`src/rtl/pending_instr_tracker_pkg.sv`:
```
// Shared constants and fence state encoding for the pending-instruction tracker.
package pending_instr_tracker_pkg;
    localparam int DEF_NUM_WARPS   = 4;
    localparam int DEF_ISSUE_WIDTH = 2;
    localparam int NW_WIDTH        = (DEF_NUM_WARPS > 1) ? $clog2(DEF_NUM_WARPS) : 1;
    localparam int PENDING_CTR_W   = 6;

    typedef enum logic [1:0] {
        FENCE_IDLE = 2'd0,
        FENCE_WAIT = 2'd1,
        FENCE_DONE = 2'd2
    } fence_state_t;
endpackage

```
`src/rtl/pending_warp_ctr.sv`:
```
// One warp's in-flight counter: applies inc - dec each cycle with clamping to [0, max].
module pending_warp_ctr #(
    parameter int CTR_W = 6,
    parameter int DEC_W = 2
) (
    input  logic             clk,
    input  logic             reset,
    input  logic             inc,
    input  logic [DEC_W-1:0] dec,
    output logic [CTR_W-1:0] ctr,
    output logic             pending,
    output logic             full,
    output logic             underflow,
    output logic             overflow
);
    // Two extra bits: one for the sign, one so max + 1 never wraps.
    localparam int SW = CTR_W + 2;
    localparam logic signed [SW-1:0] MAX_S = SW'((2 ** CTR_W) - 1);

    logic signed [SW-1:0] nxt;

    assign nxt       = $signed({2'b00, ctr}) + $signed(SW'(inc)) - $signed(SW'(dec));
    assign underflow = nxt < 0;
    assign overflow  = nxt > MAX_S;

    always_ff @(posedge clk) begin
        if (reset)          ctr <= '0;
        else if (underflow) ctr <= '0;
        else if (overflow)  ctr <= MAX_S[CTR_W-1:0];
        else                ctr <= nxt[CTR_W-1:0];
    end

    assign pending = ctr != '0;
    assign full    = &ctr;
endmodule

```
`src/rtl/pending_instr_tracker.sv`:
```
// Per-warp in-flight tracker: issue/commit decode, per-warp counters, drain fence and sticky error.
module pending_instr_tracker
    import pending_instr_tracker_pkg::*;
#(
    parameter int NUM_WARPS   = DEF_NUM_WARPS,
    parameter int ISSUE_WIDTH = DEF_ISSUE_WIDTH,
    parameter int CTR_W       = PENDING_CTR_W
) (
    input  logic                            clk,
    input  logic                            reset,
    input  logic                            issue_valid,
    input  logic [NW_WIDTH-1:0]             issue_wid,
    input  logic [ISSUE_WIDTH-1:0]          committed,
    input  logic [ISSUE_WIDTH*NW_WIDTH-1:0] committed_wid,
    output logic [NUM_WARPS-1:0]            pending,
    output logic [NUM_WARPS-1:0]            full,
    input  logic                            fence_valid,
    input  logic [NW_WIDTH-1:0]             fence_wid,
    output logic                            fence_ready,
    output logic                            err
);
    localparam int DEC_W = $clog2(ISSUE_WIDTH + 1);

    logic [NUM_WARPS-1:0]            inc;
    logic [NUM_WARPS-1:0]            underflow;
    logic [NUM_WARPS-1:0]            overflow;
    logic [NUM_WARPS-1:0][CTR_W-1:0] ctr;

    for (genvar w = 0; w < NUM_WARPS; w++) begin : g_warp
        logic [DEC_W-1:0] hits;

        assign inc[w] = issue_valid && (issue_wid == NW_WIDTH'(w));

        // Several commit slots may retire the same warp in one cycle.
        always_comb begin
            hits = '0;
            for (int i = 0; i < ISSUE_WIDTH; i++) begin
                if (committed[i] && (committed_wid[i*NW_WIDTH +: NW_WIDTH] == NW_WIDTH'(w)))
                    hits = hits + DEC_W'(1);
            end
        end

        pending_warp_ctr #(.CTR_W(CTR_W), .DEC_W(DEC_W)) u_ctr (
            .clk       (clk),
            .reset     (reset),
            .inc       (inc[w]),
            .dec       (hits),
            .ctr       (ctr[w]),
            .pending   (pending[w]),
            .full      (full[w]),
            .underflow (underflow[w]),
            .overflow  (overflow[w])
        );
    end

    always_ff @(posedge clk) begin
        if (reset)                       err <= 1'b0;
        else if (|underflow || |overflow) err <= 1'b1;
    end

    fence_state_t          state, state_nxt;
    logic [NW_WIDTH-1:0]   fence_wid_q;

    always_ff @(posedge clk) begin
        if (reset) begin
            state       <= FENCE_IDLE;
            fence_wid_q <= '0;
        end else begin
            state <= state_nxt;
            if (state == FENCE_IDLE && fence_valid) fence_wid_q <= fence_wid;
        end
    end

    // An issue landing this cycle would make the drained warp busy again.
    always_comb begin
        state_nxt = state;
        case (state)
            FENCE_IDLE: if (fence_valid) state_nxt = FENCE_WAIT;
            FENCE_WAIT: begin
                if (!fence_valid)
                    state_nxt = FENCE_IDLE;
                else if (ctr[fence_wid_q] == '0 && !inc[fence_wid_q])
                    state_nxt = FENCE_DONE;
            end
            FENCE_DONE: state_nxt = FENCE_IDLE;
            default:    state_nxt = FENCE_IDLE;
        endcase
    end

    always_comb begin
        fence_ready = (state == FENCE_DONE);
    end
endmodule

```
`config.mk`:
```
export PLATFORM = sky130hd
export DESIGN_NAME = pending_instr_tracker
export DESIGN_NICKNAME = d
export VERILOG_FILES = /design/src/rtl/pending_instr_tracker_pkg.sv /design/src/rtl/pending_warp_ctr.sv /design/src/rtl/pending_instr_tracker.sv
export SDC_FILE = /design/constraint.sdc
export NUM_CORES = 1
export LEC_CHECK = 0
export BUFFER_PORTS_ARGS = -buffer_cell sky130_fd_sc_hd__buf_4
export CAP_MARGIN = 5
export CORE_MARGIN = 10
export CORE_UTILIZATION = 60
export DETAILED_ROUTE_END_ITERATION = 8
export PLACE_DENSITY = 0.89
export SLEW_MARGIN = 10
export SYNTH_ARGS = -nofsm -noshare
export SYNTH_HDL_FRONTEND = slang
export SYNTH_SLANG_ARGS = --single-unit
```
`constraint.sdc`:
```
create_clock -name clk -period 4.4 [get_ports clk]
set_input_delay 0.88 -clock clk [delete_from_list [all_inputs] [get_ports clk]]
set_output_delay 0.88 -clock clk [all_outputs]
set_load 0.1 [all_outputs]
```
Word level (Yosys, flattened, before mapping):

Index checks and enable logic that the tools add are counted.

* bits in registers: 29
* input bits: 14
* output and inout port bits: 10
* word-level logic and storage cells: 97

* add/subtract/negate cells: 12
* $lt $le $gt $ge: 9
* equality and inequality tests: 13
* muxes and demuxes: 20
* reductions and logical operators: 36

Operator list (count)
* > comparator 8 x 7 -> 1 bit (second input constant): 4
* less-than comparator 8 x 1 -> 1 bit (second input constant): 4
* subtractor 7 x 2 -> 8 bit: 4
* two-way mux 6 bit: 5
* adder 6 x 1 -> 7 bit: 4
* AND reduction 6 bit: 4
* nonzero test 6 bit: 4
* == test 2 bit (second input constant): 7
* logical AND 1 bit: 14
* two-way mux 2 bit: 7
* binary-select mux 6 bit (select 2 bit): 1
* adder 2 x 1 -> 2 bit (second input constant): 4
* == test 2 x 1 -> 1 bit (second input constant): 4
* zero test 2 bit: 4
* OR reduction 2 bit: 4
* OR reduction 4 bit: 2
* zero test 6 bit: 1
* two-way mux 1 bit: 5
* one-hot mux 2 bit (2 select lines): 1
* less-than comparator 2 x 3 -> 1 bit (second input constant): 1
* != test 3 bit (second input constant): 1
* binary-select mux 1 bit (select 2 bit): 1
* != test 2 bit (second input constant): 1
* AND reduction 2 bit: 1
* other kinds (2): 2

Depth between registers and ports, before layout:

* depth in word-level cells: 9
* gate-level depth with buffers: 12
* gate-level depth less buffers: 12

By module:

Synthesis repeated with hierarchy kept, for this count alone.

* cell total of the unflattened synthesis: 345
* area total of the unflattened synthesis: 3111.7 µm²

By module, submodules not included
* pending_warp_ctr (g_warp[1].u_ctr ...): instances 2, cells each 72, area each 666.9 µm², sequential area each 120.1 µm²
* pending_warp_ctr (g_warp[0].u_ctr ...): instances 2, cells each 72, area each 660.6 µm², sequential area each 120.1 µm²
* pending_instr_tracker: instances 1, cells each 57, area each 456.7 µm², sequential area each 100.1 µm²

Worst setup path before layout:

OpenSTA, ideal clock, no wires.

* path kind: input port to flip-flop
* start point: input committed[0]
* end point: register err
* library setup time: 139 ps
* arrival: 3240 ps
* required time: 4261 ps
* path slack: 1021 ps
* stages: 11
* buffers on the path: 0
* cells stage by stage: and3_1 -> ha_1 -> ha_1 -> inv_1 -> ha_1 -> fa_1 -> a211o_1 -> and3_1 -> o311a_1 -> nand2b_2 -> a41oi_2

* word-level cells in the longest chain between the ends: 8
* elaborated cells on any way between the ends: 31

Ends and longest elaborated chain
* start: declaration: line pending_instr_tracker.sv:13 `input logic [ISSUE_WIDTH-1:0] committed,`
* logical AND 1 bit: line pending_instr_tracker.sv:38 `if (committed[i] && (committed_wid[i*NW_WIDTH +: NW_WIDTH] == NW_WIDTH'(w)))`
* two-way mux 1 bit: line pending_instr_tracker.sv:38
* adder 2 x 1 -> 2 bit: line pending_instr_tracker.sv:39 `hits = hits + DEC_W'(1);`
* two-way mux 2 bit: line pending_instr_tracker.sv:38
* subtractor 7 x 2 -> 8 bit: line pending_warp_ctr.sv:22 `assign nxt = $signed({2'b00, ctr}) + $signed(SW'(inc)) - $signed(SW'(dec));`
* less-than comparator 8 x 1 -> 1 bit / > comparator 8 x 7 -> 1 bit (equally long branches): line pending_warp_ctr.sv:23, pending_warp_ctr.sv:24
* OR reduction 4 bit: line pending_instr_tracker.sv:58 `else if (|underflow || |overflow) err <= 1'b1;`
* logical OR 1 bit (*): line pending_instr_tracker.sv:58
* end signal: assignment: line pending_instr_tracker.sv:57 `if (reset) err <= 1'b0;`
* end signal: assignment: line pending_instr_tracker.sv:58
* end: declaration: line pending_instr_tracker.sv:20 `output logic err`

Every way passes the cells marked *; elsewhere a longest branch is shown, timed or not.
A chain may end at the register's enable or synchronous reset.

Worst setup path in the final report:

Same ends and word-level chain as after synthesis.

==> impl_metrics.json <==
{
  "status": "completed",
  "vias": 2239,
  "dieArea_um2": 7700,
  "cp_top_family": "adder cells",
  "ys_warn_count": 0,
  "grt_max_degree": 10,
  "report.final.slew_viol_count": 0,
  "grt_antenna_before_repair": 0,
  "cp_slowest_cell": "fa_1",
  "cts_resized": 0,
  "cts_max_level": 2,
  "postCtsSetupBuffers": 0,
  "cts_buffers": 5,
  "synth.cell_area_um2": 2750,
  "antenna_cells": 0,
  "crit_path_start_kind": "input port",
  "crit_buf_inv": 2,
  "gp_congestion": 0.890,
  "period_share_pct": 77.6,
  "path_class": "input port to flip-flop",
  "post-dp-hpwl_um": 4790,
  "clock.fmax_mhz": 293,
  "placed_cells": 382,
  "fin_crit_ps": 3410,
  "die_y_um": 87.8,
  "rsz0062_at_grt": "false",
  "wl_per_cell_um": 14.8,
  "synth-seq-cells": 29,
  "hold_viol": 0,
  "clk_pin_slew_ps": 60,
  "clock_path_buffers": 2,
  "wl_um": 5770,
  "ant_nets": 0,
  "finalClockSkew_ps": 1.91,
  "start_util_pct": 62.4,
  "placementRows": 24,
  "cts_tree": "yes",
  "viasPerCell": 5.76,
  "drt_iter0_drc": 69,
  "remaining_drc_errors": 0,
  "layout_common_cells": "ha_1, nor2_1, inv_1",
  "synth_edf_count": 0,
  "yosys_most_used_dff": "dfxtp_1",
  "worst_slack_ps": 985,
  "critPathMaxStageDelay_ps": 430,
  "syn_inst": 317,
  "maxSlewHeadroom_pct": 66.5,
  "syn_avg_cell_area_um2": 8.69,
  "grt_pass1_vias": 2243,
  "grt_pass1_wl_um": 10100,
  "ys_types": 43,
  "grt_usage_pct": 15.9,
  "path_common_cell": "ha_1",
  "path_max_fanout": 5,
  "post-place-ws_ps": 702,
  "grt_overflow_total": 0,
  "dr.pass1.iters": 4,
  "hold_ws_ps": 468,
  "num-nets-final": 411,
  "worst_hold_path_type": "flip-flop to flip-flop",
  "setup_viol": 0,
  "hold_buffers": 0,
  "drive_gt1_share_pct": 11.3,
  "layout_commonest_cell": "ha_1",
  "fin_tns_setup_ps": 0,
  "clock-sinks": 29,
  "core_area_um2": 4410,
  "crit_chain": "buf_4, and3_1, ha_1, ha_1, inv_1, ha_1, fa_1, a211o_1, and3_1, o311a_1, nand2b_2, a41oi_2",
  "ioPinCount": 24,
  "crit_path_end_kind": "flip-flop",
  "cp.arrival_ps": 3560,
  "syn_nets": 391,
  "finalNonFillerCells": 389,
  "synthArstFlopShare_pct": 0,
  "synth_seq_area_share_pct": 21.1,
  "synthToLayoutAreaGrowth_pct": 9.22,
  "nFillCells": 350,
  "required_ps": 4550,
  "die_w_um": 87.8,
  "clock-root-buffer": "clkbuf_8",
  "clock_latency_ps": 280,
  "maxCapViolations": 0,
  "port_buffers": 23,
  "worstMarginPinSlew_ps": 502
}
cell usage after synthesis (7+ instances only):
| cell | number | area share, % |
|---|---|---|
| buf_4 | 8 | 2.2 |
| and3b_1 | 7 | 2.2 |
| a21oi_1 | 29 | 5.3 |
| dfxtp_1 | 29 | 21 |
| inv_1 | 32 | 4.4 |
| xnor2_1 | 8 | 2.5 |
| ha_1 | 56 | 25 |
| nand3_1 | 10 | 1.8 |
| xor2_1 | 8 | 2.5 |
| nand2_1 | 9 | 1.2 |
| nand2b_1 | 12 | 2.7 |
| nor2_1 | 37 | 5.0 |
flip-flops by register name, summed over array words and instances (netlist names):
register / flops
err: 1
g_warp.u_ctr.ctr: 24
state: 2
fence_wid_q: 2
final timing paths:
path | from | to | slack [ps] | depth (start not counted)
setup / recovery | committed[0] | err | 990 | 12
hold / removal | state[1] | state[1] | 470 | 1
hold reg to reg | state[1] | state[1] | 470 | 1
setup reg to reg | g_warp[3].u_ctr.ctr[1] | err | 1990 | 7
area by class of cell:
class                           instances  area [um^2]  area share [%]
Tap cell                               52         65.1            2.16
Inverter                               32          120            3.99
Multi-Input combinational cell        246         1980            65.9
Timing Repair Buffer                   23          173            5.74
Sequential cell                        29          581            19.3
Clock buffer                            7         86.3            2.87
routing by layer:
layer  vias to the layer above  global-route usage, %  wire (um)
met4                         0                   3.77         53
met3                         5                   3.90        305
met5                         -                      0          0
met2                        38                   27.6       2810
met1                      1047                   19.3       2610
li1                       1149                      -          -
kinds of logic after synthesis:
logic type      Yosys count  synth area share, %
mux                       2                0.727
buf+inv                  42                 6.91
flops                    29                 21.1
compound gates           50                 12.7
fa+ha+maj                60                 28.4
xor+xnor                 16                 5.09
simple gates            118                 25.1
through the flow:
stage,util [%],instance area (um^2)
6_report,68.1,3010
2_1_floorplan,-,2750
3_3_place_gp,66.2,2920
4_1_cts,68.1,3010
5_1_grt,68.1,3010
3_5_place_dp,66.2,2920
Power is not shown: default switching activity piles up to over one toggle a cycle in this logic, so the estimate is an artifact.
